[config.mk]
export PLATFORM = sky130hd
export DESIGN_NAME = paddle_ctrl
export DESIGN_NICKNAME = d
export VERILOG_FILES = /design/src/rtl/paddle_ctrl.sv
export SDC_FILE = /design/constraint.sdc
export NUM_CORES = 1
export LEC_CHECK = 0
export BUFFER_PORTS_ARGS = -buffer_cell sky130_fd_sc_hd__buf_2
export CAP_MARGIN = 30
export CORE_AREA = 2 2 128 99
export DETAILED_ROUTE_END_ITERATION = 6
export DIE_AREA = 0 0 130 101
export PLACE_DENSITY = 0.71
export SYNTH_ARGS = -nofsm -noshare
export SYNTH_HDL_FRONTEND = slang
export SYNTH_SLANG_ARGS = --single-unit
[constraint.sdc]
create_clock -name frame_clk -period 8.6 [get_ports frame_clk]
set_clock_uncertainty 0.2 [all_clocks]
set_input_delay 0.86 -clock frame_clk [delete_from_list [all_inputs] [get_ports frame_clk]]
set_output_delay 0.86 -clock frame_clk [all_outputs]
set_load 0.005 [all_outputs]
[src/rtl/paddle_ctrl.sv]
// Paddle position controller: keycodes -> clamped, accelerating paddle Y, one update per frame.
// Optional PADDLE_AI_EN macro replaces paddle 2 keyboard control with a ball-tracking CPU.
module paddle_ctrl #(
  parameter int P1_X         = 50,
  parameter int P2_X         = 580,
  parameter int CENTER_Y     = 240,
  parameter int Y_MIN        = 20,
  parameter int Y_MAX        = 461,
  parameter int HALF_LEN     = 30,
  parameter int HALF_W       = 4,
  parameter int STEP_MIN     = 2,
  parameter int STEP_MAX     = 8,
  parameter int ACCEL_FRAMES = 4,
  parameter int AI_STEP      = 4,
  parameter int AI_DEADBAND  = 6
) (
  input  logic       frame_clk,
  input  logic       Reset,
  input  logic [7:0] keycode0,
  input  logic [7:0] keycode1,
  input  logic       nGame,
  input  logic       eGame,
  input  logic [9:0] BallY,
  output logic [9:0] Paddle1X,
  output logic [9:0] Paddle1Y,
  output logic [9:0] Paddle2X,
  output logic [9:0] Paddle2Y,
  output logic [9:0] Paddle1L,
  output logic [9:0] Paddle1W,
  output logic [9:0] Paddle2L,
  output logic [9:0] Paddle2W,
  output logic       paddleHold
);

  localparam logic signed [10:0] Y_LO     = 11'(Y_MIN + HALF_LEN);
  localparam logic signed [10:0] Y_HI     = 11'(Y_MAX - HALF_LEN);
  localparam logic [9:0]         Y_HOME   = 10'(CENTER_Y);
  localparam logic [7:0]         SPD_MIN  = 8'(STEP_MIN);
  localparam logic [7:0]         SPD_MAX  = 8'(STEP_MAX);
  localparam logic [7:0]         CNT_LAST = 8'(ACCEL_FRAMES - 1);

  typedef enum logic {HOLD, PLAY} state_t;
  typedef enum logic [1:0] {DIR_NONE, DIR_UP, DIR_DOWN} dir_t;

  state_t            state, state_n;
  logic [9:0]        pos_y   [2];
  logic [9:0]        pos_y_n [2];
  logic [7:0]        speed   [2];
  logic [7:0]        speed_n [2];
  logic [7:0]        count   [2];
  logic [7:0]        count_n [2];
  dir_t              last    [2];
  dir_t              last_n  [2];
  logic [1:0]        up_key, dn_key;
  dir_t              dir;
  logic [7:0]        step;
  logic signed [10:0] tgt;

  function automatic logic [9:0] clamp_y(input logic signed [10:0] v);
    if (v < Y_LO)      clamp_y = Y_LO[9:0];
    else if (v > Y_HI) clamp_y = Y_HI[9:0];
    else               clamp_y = v[9:0];
  endfunction

  assign up_key[0] = (keycode0 == 8'h1A) || (keycode1 == 8'h1A);
  assign dn_key[0] = (keycode0 == 8'h16) || (keycode1 == 8'h16);
  assign up_key[1] = (keycode0 == 8'h52) || (keycode1 == 8'h52);
  assign dn_key[1] = (keycode0 == 8'h51) || (keycode1 == 8'h51);

`ifdef PADDLE_AI_EN
  localparam logic signed [10:0] AI_S  = 11'(AI_STEP);
  localparam logic signed [10:0] AI_DB = 11'(AI_DEADBAND);
  logic signed [10:0] ball_s, p2_s;
  assign ball_s = $signed({1'b0, BallY});
  assign p2_s   = $signed({1'b0, pos_y[1]});
`else
  logic unused_ball;
  assign unused_ball = ^BallY;
`endif

  always_ff @(posedge frame_clk or posedge Reset) begin
    if (Reset) begin
      state <= HOLD;
      for (int i = 0; i < 2; i++) begin
        pos_y[i] <= Y_HOME;
        speed[i] <= SPD_MIN;
        count[i] <= '0;
        last[i]  <= DIR_NONE;
      end
    end else begin
      state <= state_n;
      for (int i = 0; i < 2; i++) begin
        pos_y[i] <= pos_y_n[i];
        speed[i] <= speed_n[i];
        count[i] <= count_n[i];
        last[i]  <= last_n[i];
      end
    end
  end

  // Either status flag forces HOLD (and a recentre on the same edge); both clear means PLAY.
  always_comb begin
    state_n = (nGame || eGame) ? HOLD : PLAY;
    dir  = DIR_NONE;
    step = SPD_MIN;
    tgt  = '0;
    for (int i = 0; i < 2; i++) begin
      pos_y_n[i] = Y_HOME;
      speed_n[i] = SPD_MIN;
      count_n[i] = '0;
      last_n[i]  = DIR_NONE;
    end
    if (state == PLAY && !nGame && !eGame) begin
      for (int i = 0; i < 2; i++) begin
        dir = (up_key[i] && !dn_key[i]) ? DIR_UP :
              (dn_key[i] && !up_key[i]) ? DIR_DOWN : DIR_NONE;
        pos_y_n[i] = pos_y[i];
        if (dir != DIR_NONE) begin
          last_n[i] = dir;
          if (dir != last[i]) begin
            step       = SPD_MIN;
            count_n[i] = 8'd1;
          end else begin
            step = speed[i];
            speed_n[i] = speed[i];
            if (count[i] == CNT_LAST) begin
              speed_n[i] = (speed[i] >= SPD_MAX) ? SPD_MAX : speed[i] + 8'd1;
            end else begin
              count_n[i] = count[i] + 8'd1;
            end
          end
          if (dir == DIR_UP) tgt = $signed({1'b0, pos_y[i]}) - $signed({3'b000, step});
          else               tgt = $signed({1'b0, pos_y[i]}) + $signed({3'b000, step});
          pos_y_n[i] = clamp_y(tgt);
        end
      end
`ifdef PADDLE_AI_EN
      speed_n[1] = SPD_MIN;
      count_n[1] = '0;
      last_n[1]  = DIR_NONE;
      if (ball_s > p2_s + AI_DB)      pos_y_n[1] = clamp_y(p2_s + AI_S);
      else if (ball_s < p2_s - AI_DB) pos_y_n[1] = clamp_y(p2_s - AI_S);
      else                            pos_y_n[1] = pos_y[1];
`endif
    end
  end

  assign Paddle1X   = 10'(P1_X);
  assign Paddle2X   = 10'(P2_X);
  assign Paddle1L   = 10'(HALF_LEN);
  assign Paddle2L   = 10'(HALF_LEN);
  assign Paddle1W   = 10'(HALF_W);
  assign Paddle2W   = 10'(HALF_W);
  assign Paddle1Y   = pos_y[0];
  assign Paddle2Y   = pos_y[1];
  assign paddleHold = (state == HOLD);

endmodule

### Word level (Yosys, flattened, before mapping)

Cells that the tools add are included.

| word-level totals | value |
|---|---|
| memories kept | 0 |
| word-level logic and storage cells | 104 |
| bits in writable memories | 0 |
| ROM bits | 0 |
| output and inout bits | 81 |
| input port bits | 30 |
| flip-flop bits (word level) | 57 |
| latch bits | 0 |

| operators by class | value |
|---|---|
| eq/ne operators | 18 |
| $lt $le $gt $ge | 6 |
| $mul | 0 |
| mux-type cells | 43 |
| reduce and logical (&&, ||, !) cells | 19 |
| add/sub/neg operators | 8 |
| bitwise gates (word level) | 1 |
| div/mod/pow operators | 0 |
| shifts and indexed selects | 0 |

Operator list:

| operator | number |
|---|---|
| 8-bit 2-to-1 mux | 20 |
| 11-bit 2-to-1 mux | 6 |
| 10-bit 2-to-1 mux | 6 |
| 8-bit by 1-bit adder with 8-bit output, second input constant | 4 |
| 8-bit by 5-bit == test with 1-bit output, second input constant | 4 |
| 8-bit by 7-bit == test with 1-bit output, second input constant | 4 |
| 16-bit 2-to-1 mux | 2 |
| 10-bit by 8-bit adder with 11-bit output | 2 |
| 11-bit by 10-bit greater-than comparator with 1-bit output, second input constant | 2 |
| 11-bit by 7-bit < comparator with 1-bit output, second input constant | 2 |
| 10-bit by 8-bit subtractor with 11-bit output | 2 |
| 20-bit 2-to-1 mux | 1 |
| 8-bit by 2-bit == test with 1-bit output, second input constant | 2 |
| 8-bit by 4-bit greater-or-equal comparator with 1-bit output, second input constant | 2 |
| 2-bit 2-to-1 mux | 6 |
| 4-bit by 2-bit != test with 1-bit output, second input constant | 2 |
| 1-bit logical AND | 6 |
| 1-bit zero test | 6 |
| 1-bit logical OR | 5 |
| 2-bit by 1-bit == test with 1-bit output, second input constant | 2 |
| 4-bit 2-to-1 mux | 1 |
| 2-bit by 1-bit != test with 1-bit output, second input constant | 2 |
| 2-bit != test | 2 |
| 2-bit nonzero test | 2 |
| other kinds (2) | 2 |

### Depth between registers and ports, before layout

| logic depth | value |
|---|---|
| depth after elaboration | 19 |
| depth in mapped cells | 25 |
| depth with buffers taken out | 22 |

### Worst setup path before layout

OpenSTA, ideal clock, no wires.

| timing path | value |
|---|---|
| kind | input to register |
| start | input keycode0[7] |
| end | register pos_y, in the netlist Paddle2Y[6] |
| setup time | 84 ps |
| required time | 8316 ps |
| data arrival time | 5123 ps |
| setup slack | 3193 ps |
| path buffers | 3 |
| stages | 24 |
| cells stage by stage | nor2_1 -> nand4_1 -> o32ai_1 -> inv_1 -> ha_1 -> clkbuf_1 -> xnor2_1 -> and2_1 -> clkbuf_1 -> clkbuf_1 -> nand2_1 -> ha_1 -> nor2_1 -> a21oi_1 -> inv_1 -> ha_1 -> nor2b_1 -> o31ai_2 -> a21oi_1 -> a221oi_1 -> xnor2_1 -> a21oi_2 -> nor3b_1 -> a221o_1 |

| between the ends | value |
|---|---|
| longest elaborated chain between the ends | 19 |
| elaborated cells between the ends (all ways) | 28 |
| those cells by class | 2 x add/sub; 2 x order compare; 5 x eq/ne; 12 x mux; 7 x reduce/logical |

RTL lines:

| item | line | text |
|---|---|---|
| start, declared | 19 | `input logic [7:0] keycode0,` |
| 8-bit by 7-bit == test with 1-bit output | 67 | `assign up_key[1] = (keycode0 == 8'h52) \|\| (keycode1 == 8'h52);` |
| 1-bit logical OR | 67 |  |
| 1-bit zero test | 116 | `(dn_key[i] && !up_key[i]) ? DIR_DOWN : DIR_NONE;` |
| 1-bit logical AND | 116 |  |
| 2-bit 2-to-1 mux | 116 |  |
| 2-bit 2-to-1 mux * | 115 | `dir = (up_key[i] && !dn_key[i]) ? DIR_UP :` |
| 2-bit != test | 120 | `if (dir != last[i]) begin` |
| 8-bit 2-to-1 mux | 120 |  |
| (+3 left out) | n/a |  |
| 11-bit 2-to-1 mux | 132 | `if (dir == DIR_UP) tgt = $signed({1'b0, pos_y[i]}) - $signed({3'b000, step});` |
| 11-bit 2-to-1 mux | 118 | `if (dir != DIR_NONE) begin` |
| 11-bit 2-to-1 mux | 113 | `if (state == PLAY && !nGame && !eGame) begin` |
| 11-bit by 10-bit greater-than comparator with 1-bit output | 61 | `else if (v > Y_HI) clamp_y = Y_HI[9:0];` |
| 10-bit 2-to-1 mux | 61 |  |
| 10-bit 2-to-1 mux | 60 | `if (v < Y_LO) clamp_y = Y_LO[9:0];` |
| 10-bit 2-to-1 mux | 118 |  |
| 20-bit 2-to-1 mux | 113 |  |
| end signal, assigned by index | 93 | `pos_y[i] <= pos_y_n[i];` |
| end, declared | 46 | `logic [9:0] pos_y [2];` |

Every way passes the cells marked *; elsewhere a longest branch is shown, timed or not. The select of a mux whose other input is x is not followed.
A chain may end at the register's enable or synchronous reset.

### Worst setup path after layout

| timing path | value |
|---|---|
| start | input keycode0[0] |
| end | register pos_y, in the netlist Paddle1Y[8] |

| between the ends | value |
|---|---|
| longest elaborated chain between the ends | 19 |
| elaborated cells between the ends (all ways) | 28 |
| those cells by class | 2 x add/sub; 2 x order compare; 5 x eq/ne; 12 x mux; 7 x reduce/logical |

RTL lines:

| item | line | text |
|---|---|---|
| 8-bit by 5-bit == test with 1-bit output | 65 | `assign up_key[0] = (keycode0 == 8'h1A) \|\| (keycode1 == 8'h1A);` |
| 1-bit logical OR | 65 |  |
| 1-bit zero test | 116 |  |
| 1-bit logical AND | 116 |  |
| 2-bit 2-to-1 mux | 116 |  |
| 2-bit 2-to-1 mux * | 115 |  |
| 2-bit != test | 120 |  |
| 8-bit 2-to-1 mux | 120 |  |
| (+3 left out) | n/a |  |
| 11-bit 2-to-1 mux | 132 |  |
| 11-bit 2-to-1 mux | 118 |  |
| 11-bit 2-to-1 mux | 113 |  |
| 11-bit by 10-bit greater-than comparator with 1-bit output | 61 |  |
| 10-bit 2-to-1 mux | 61 |  |
| 10-bit 2-to-1 mux | 60 |  |
| 10-bit 2-to-1 mux | 118 |  |
| 20-bit 2-to-1 mux | 113 |  |

Marked as above.

==> flow_metrics.tcl <==
set metrics [dict create \
    grt_first_pass_wirelength_um 18700 \
    dr.pass1.iters 5 \
    comb_power_share_pct 5.0 \
    post_cts.repair.setup_buffers 0 \
    required_ns 8.66 \
    num-nets-final 682 \
    num_antenna_cells 0 \
    clk_latency_ns 0.33 \
    synth_seq_area_share_pct 29.6 \
    finalHoldViolations 0 \
    r2r_setup_slack_ns 4.13 \
    synthTopCellsByCount "nor2_1, buf_4, dfrtp_1" \
    hold-path-cell-count 2 \
    rsz0062_at_grt "no" \
    dpl-instance-area_mm2 0.00498 \
    timing.max_slew.rel_slack_pct 34.0 \
    fillers 1157 \
    htreeDepth 3 \
    syn_inst 583 \
    synth_compound_area_share_pct 20.6 \
    power.internal_uw 534 \
    p_total_uw 679 \
    clkPwrFrac_pct 55.3 \
    period_needed_ns 6.08 \
    antenna_found_initial 0 \
    clock.fmax_mhz 164 \
    rows 35 \
    ctsResizeCount 0 \
    async_flop_share_pct 100 \
    cts.sinks 57 \
    cp.arrival_ns 6.14 \
    cts_hold_buffers 0 \
    grt_pass1_vias 3865 \
    r2r-end "Paddle1Y[8]$_DFFE_PP0P_" \
    fin_area_mm2 0.00530 \
    drt_iter0_drc 337 \
    die_width_um 130 \
    worst_r2r_path_depth 14 \
    syn-cell-area_mm2 0.00487 \
    finish.utilization_pct 44.4 \
    swShare_pct 21.4 \
    r2r-start "last[2]$_DFF_PP0_" \
    cts-buffers-inserted 9 \
    fin_crit_sh_pct 70.7 \
    leakage_nw 2.50 \
    yosys.area_share.simple_pct 21.2 \
    p_switching_uw 146 \
    coreArea_mm2 0.0120 \
    clk_path_buf_depth 2 \
    power_density_mw_per_mm2 128 \
    ys.flop_type "dfrtp_1" \
    grt_max_degree 58 \
    yosys_warnings 0 \
    worstSetupStartpoint "keycode0[0]" \
    synth-edff-count 0 \
    max_cap_viol_count 0 \
    clk_pin_slew_worst_paths_ns 0.05 \
    drv_slew 0 \
    avgSynthCellArea_um2 8.35 \
    synthMuxAreaShare_pct 0 \
    worst_slew_pin_slew_ns 0.986 \
    synth_top_area_share_pct 24.2 \
    finalSetupTns_ns 0 \
    path_max_fanout 18 \
    io_pins 111 \
    path_class "in -> reg" \
    end_kind "flip-flop" \
    layout-area-overhead-vs-synth_pct 9.00 \
    cts_tree "done" \
    die_height_um 101 \
    drc 0 \
    hpwlAfterDp_um 8500 \
    die_area_mm2 0.0131 \
    setup_viol 0 \
    start_kind "input pin" \
    initial_core_util_pct 40.7 \
    sequentialPowerShare_pct 39.7 \
    synth-seq-cells 57 \
    io_buffers 40 \
    drive_above_1_share_pct 13.8 \
    wl_um 11100 \
    peakVddDrop_v 0.0000904 \
    grt.total_usage_pct 17.8 \
    gr-total-overflow 0 \
    wl_per_cell_um 14.1 \
    synthXorXnorAreaFrac_pct 6.43 \
    synthAdderAreaFrac_pct 9.05 \
    synth_area_leaders "dfrtp_1, buf_4, ha_1" \
    synth.most_common_cell "nor2_1" \
    hold_path_class "reg -> reg" \
    vias 4134 \
    ys_types 69 \
    whs_ns 0.320 \
    ant_nets 0 \
    crit_path_end "Paddle1Y[8]$_DFFE_PP0P_" \
    place.gp.congestion 0.912 \
    synth_top_family_by_area "simple AND/OR/NAND/NOR gates" \
    outcome "completed" \
    yosysTopAreaCell "dfrtp_1" \
    drt-vias-per-instance 5.24 \
    ctsRootBufferMaster "clkbuf_16" \
]
how the worst min path moves through the flow:
stage / from / to
floorplan: Paddle1Y[5]$_DFFE_PP1P_ / Paddle1Y[5]$_DFFE_PP1P_
global placement: Paddle1Y[5]$_DFFE_PP1P_ / Paddle1Y[5]$_DFFE_PP1P_
detailed placement: Paddle1Y[5]$_DFFE_PP1P_ / Paddle1Y[5]$_DFFE_PP1P_
CTS: Paddle1Y[5]$_DFFE_PP1P_ / Paddle1Y[5]$_DFFE_PP1P_
global route: Paddle1Y[5]$_DFFE_PP1P_ / Paddle1Y[5]$_DFFE_PP1P_
finish: Paddle1Y[5]$_DFFE_PP1P_ / Paddle1Y[5]$_DFFE_PP1P_
power groups by stage:
stage / Clock [mW] / Combinational (mW) / Sequential, mW
after global placement: 0 / 0.0330 / 0.274
final: 0.376 / 0.0340 / 0.270
after detailed placement: 0 / 0.0337 / 0.274
after floorplan: 0 / 0.0425 / 0.274
after global routing: 0.396 / 0.0400 / 0.269
after CTS: 0.384 / 0.0338 / 0.270
area by class of cell:
type                       instances  area, um^2  share of cell area (%)
inverter                          28         105                    1.98
timing repair buffer              43         223                    4.20
multi-input combinational        479        3010                    56.8
clock inverter                     2        35.0                   0.661
tap                              166         208                    3.92
sequential                        57        1440                    27.1
clock buffer                      14         284                    5.36
per-stage QoR:
step,setup slack [ns],std cells
final,2.52,789
after global routing,2.02,789
after CTS,2.65,789
after detailed placement,2.32,773
after global placement,2.38,773
after floorplan,3.19,641
state kept, by name, summed over array words and instances (netlist names):
register and flops:
speed 16, Paddle2Y 10, Paddle1Y 10, state 1
count 16, last 4
cells in the final DEF (no fill, tap or decap), drive strengths merged, types with 3 or more instances in the layout:
cell    synthesis  final
a32o            7      7
dfrtp          47     47
o21ai          31     31
nor4b           3      3
o21bai          4      4
a21o            6      6
nor2           75     75
xor2           20     20
inv            28     28
and2           11     11
nand2b         11     11
or3             5      5
nor2b           3      3
a21oi          36     36
a31oi           7      7
clkbuf         11     14
buf            66     43
xnor2          14     14
a221oi          3      3
o31ai           8      8
dfstp          10     10
nor3b           4      4
nand4           3      3
o32a            3      3
and3           14     14
o21a            6      6
nand2          36     36
o211ai          5      5
a221o           3      3
a31o            4      4
a41oi           6      6
nor3           12     12
ha             32     32
conb            2     60
nand3          18     18
metal layers:
| metal | global-route usage (%) | vias up | wire length [um] |
|---|---|---|---|
| li1 | - | 2023 | - |
| met1 | 24.2 | 1968 | 5390 |
| met2 | 27.4 | 125 | 5040 |
| met3 | 4.14 | 18 | 533 |
| met4 | 6.62 | 0 | 182 |
| met5 | 0 | - | 0 |
kinds of logic after synthesis:
family / after synthesis
and+or+nand+nor: 206
AOI/OAI and AO/OA: 145
buffers and inverters: 105
DFF: 57
xor gates and xnor gates: 34
adders and majority gates: 34
other: 2
critical path, stage by stage:
cell,delay [ns]
buf_2,0.10
inv_1,0.07
nand2_1,0.07
nor2_1,0.08
nand3_1,0.12
o32a_1,0.35
inv_1,0.07
ha_1,0.56
xor2_2,0.19
nor2_1,0.78
nand2_1,0.30
o31ai_1,0.14
a21oi_1,0.12
ha_1,0.35
a21oi_1,0.16
nor4b_4,0.36
o21bai_2,0.15
nand4bb_1,0.27
a32o_1,0.28
a41oi_2,0.22
and2_1,0.35
a32o_1,0.17
Note: power is estimated with default switching activity, not from simulation.
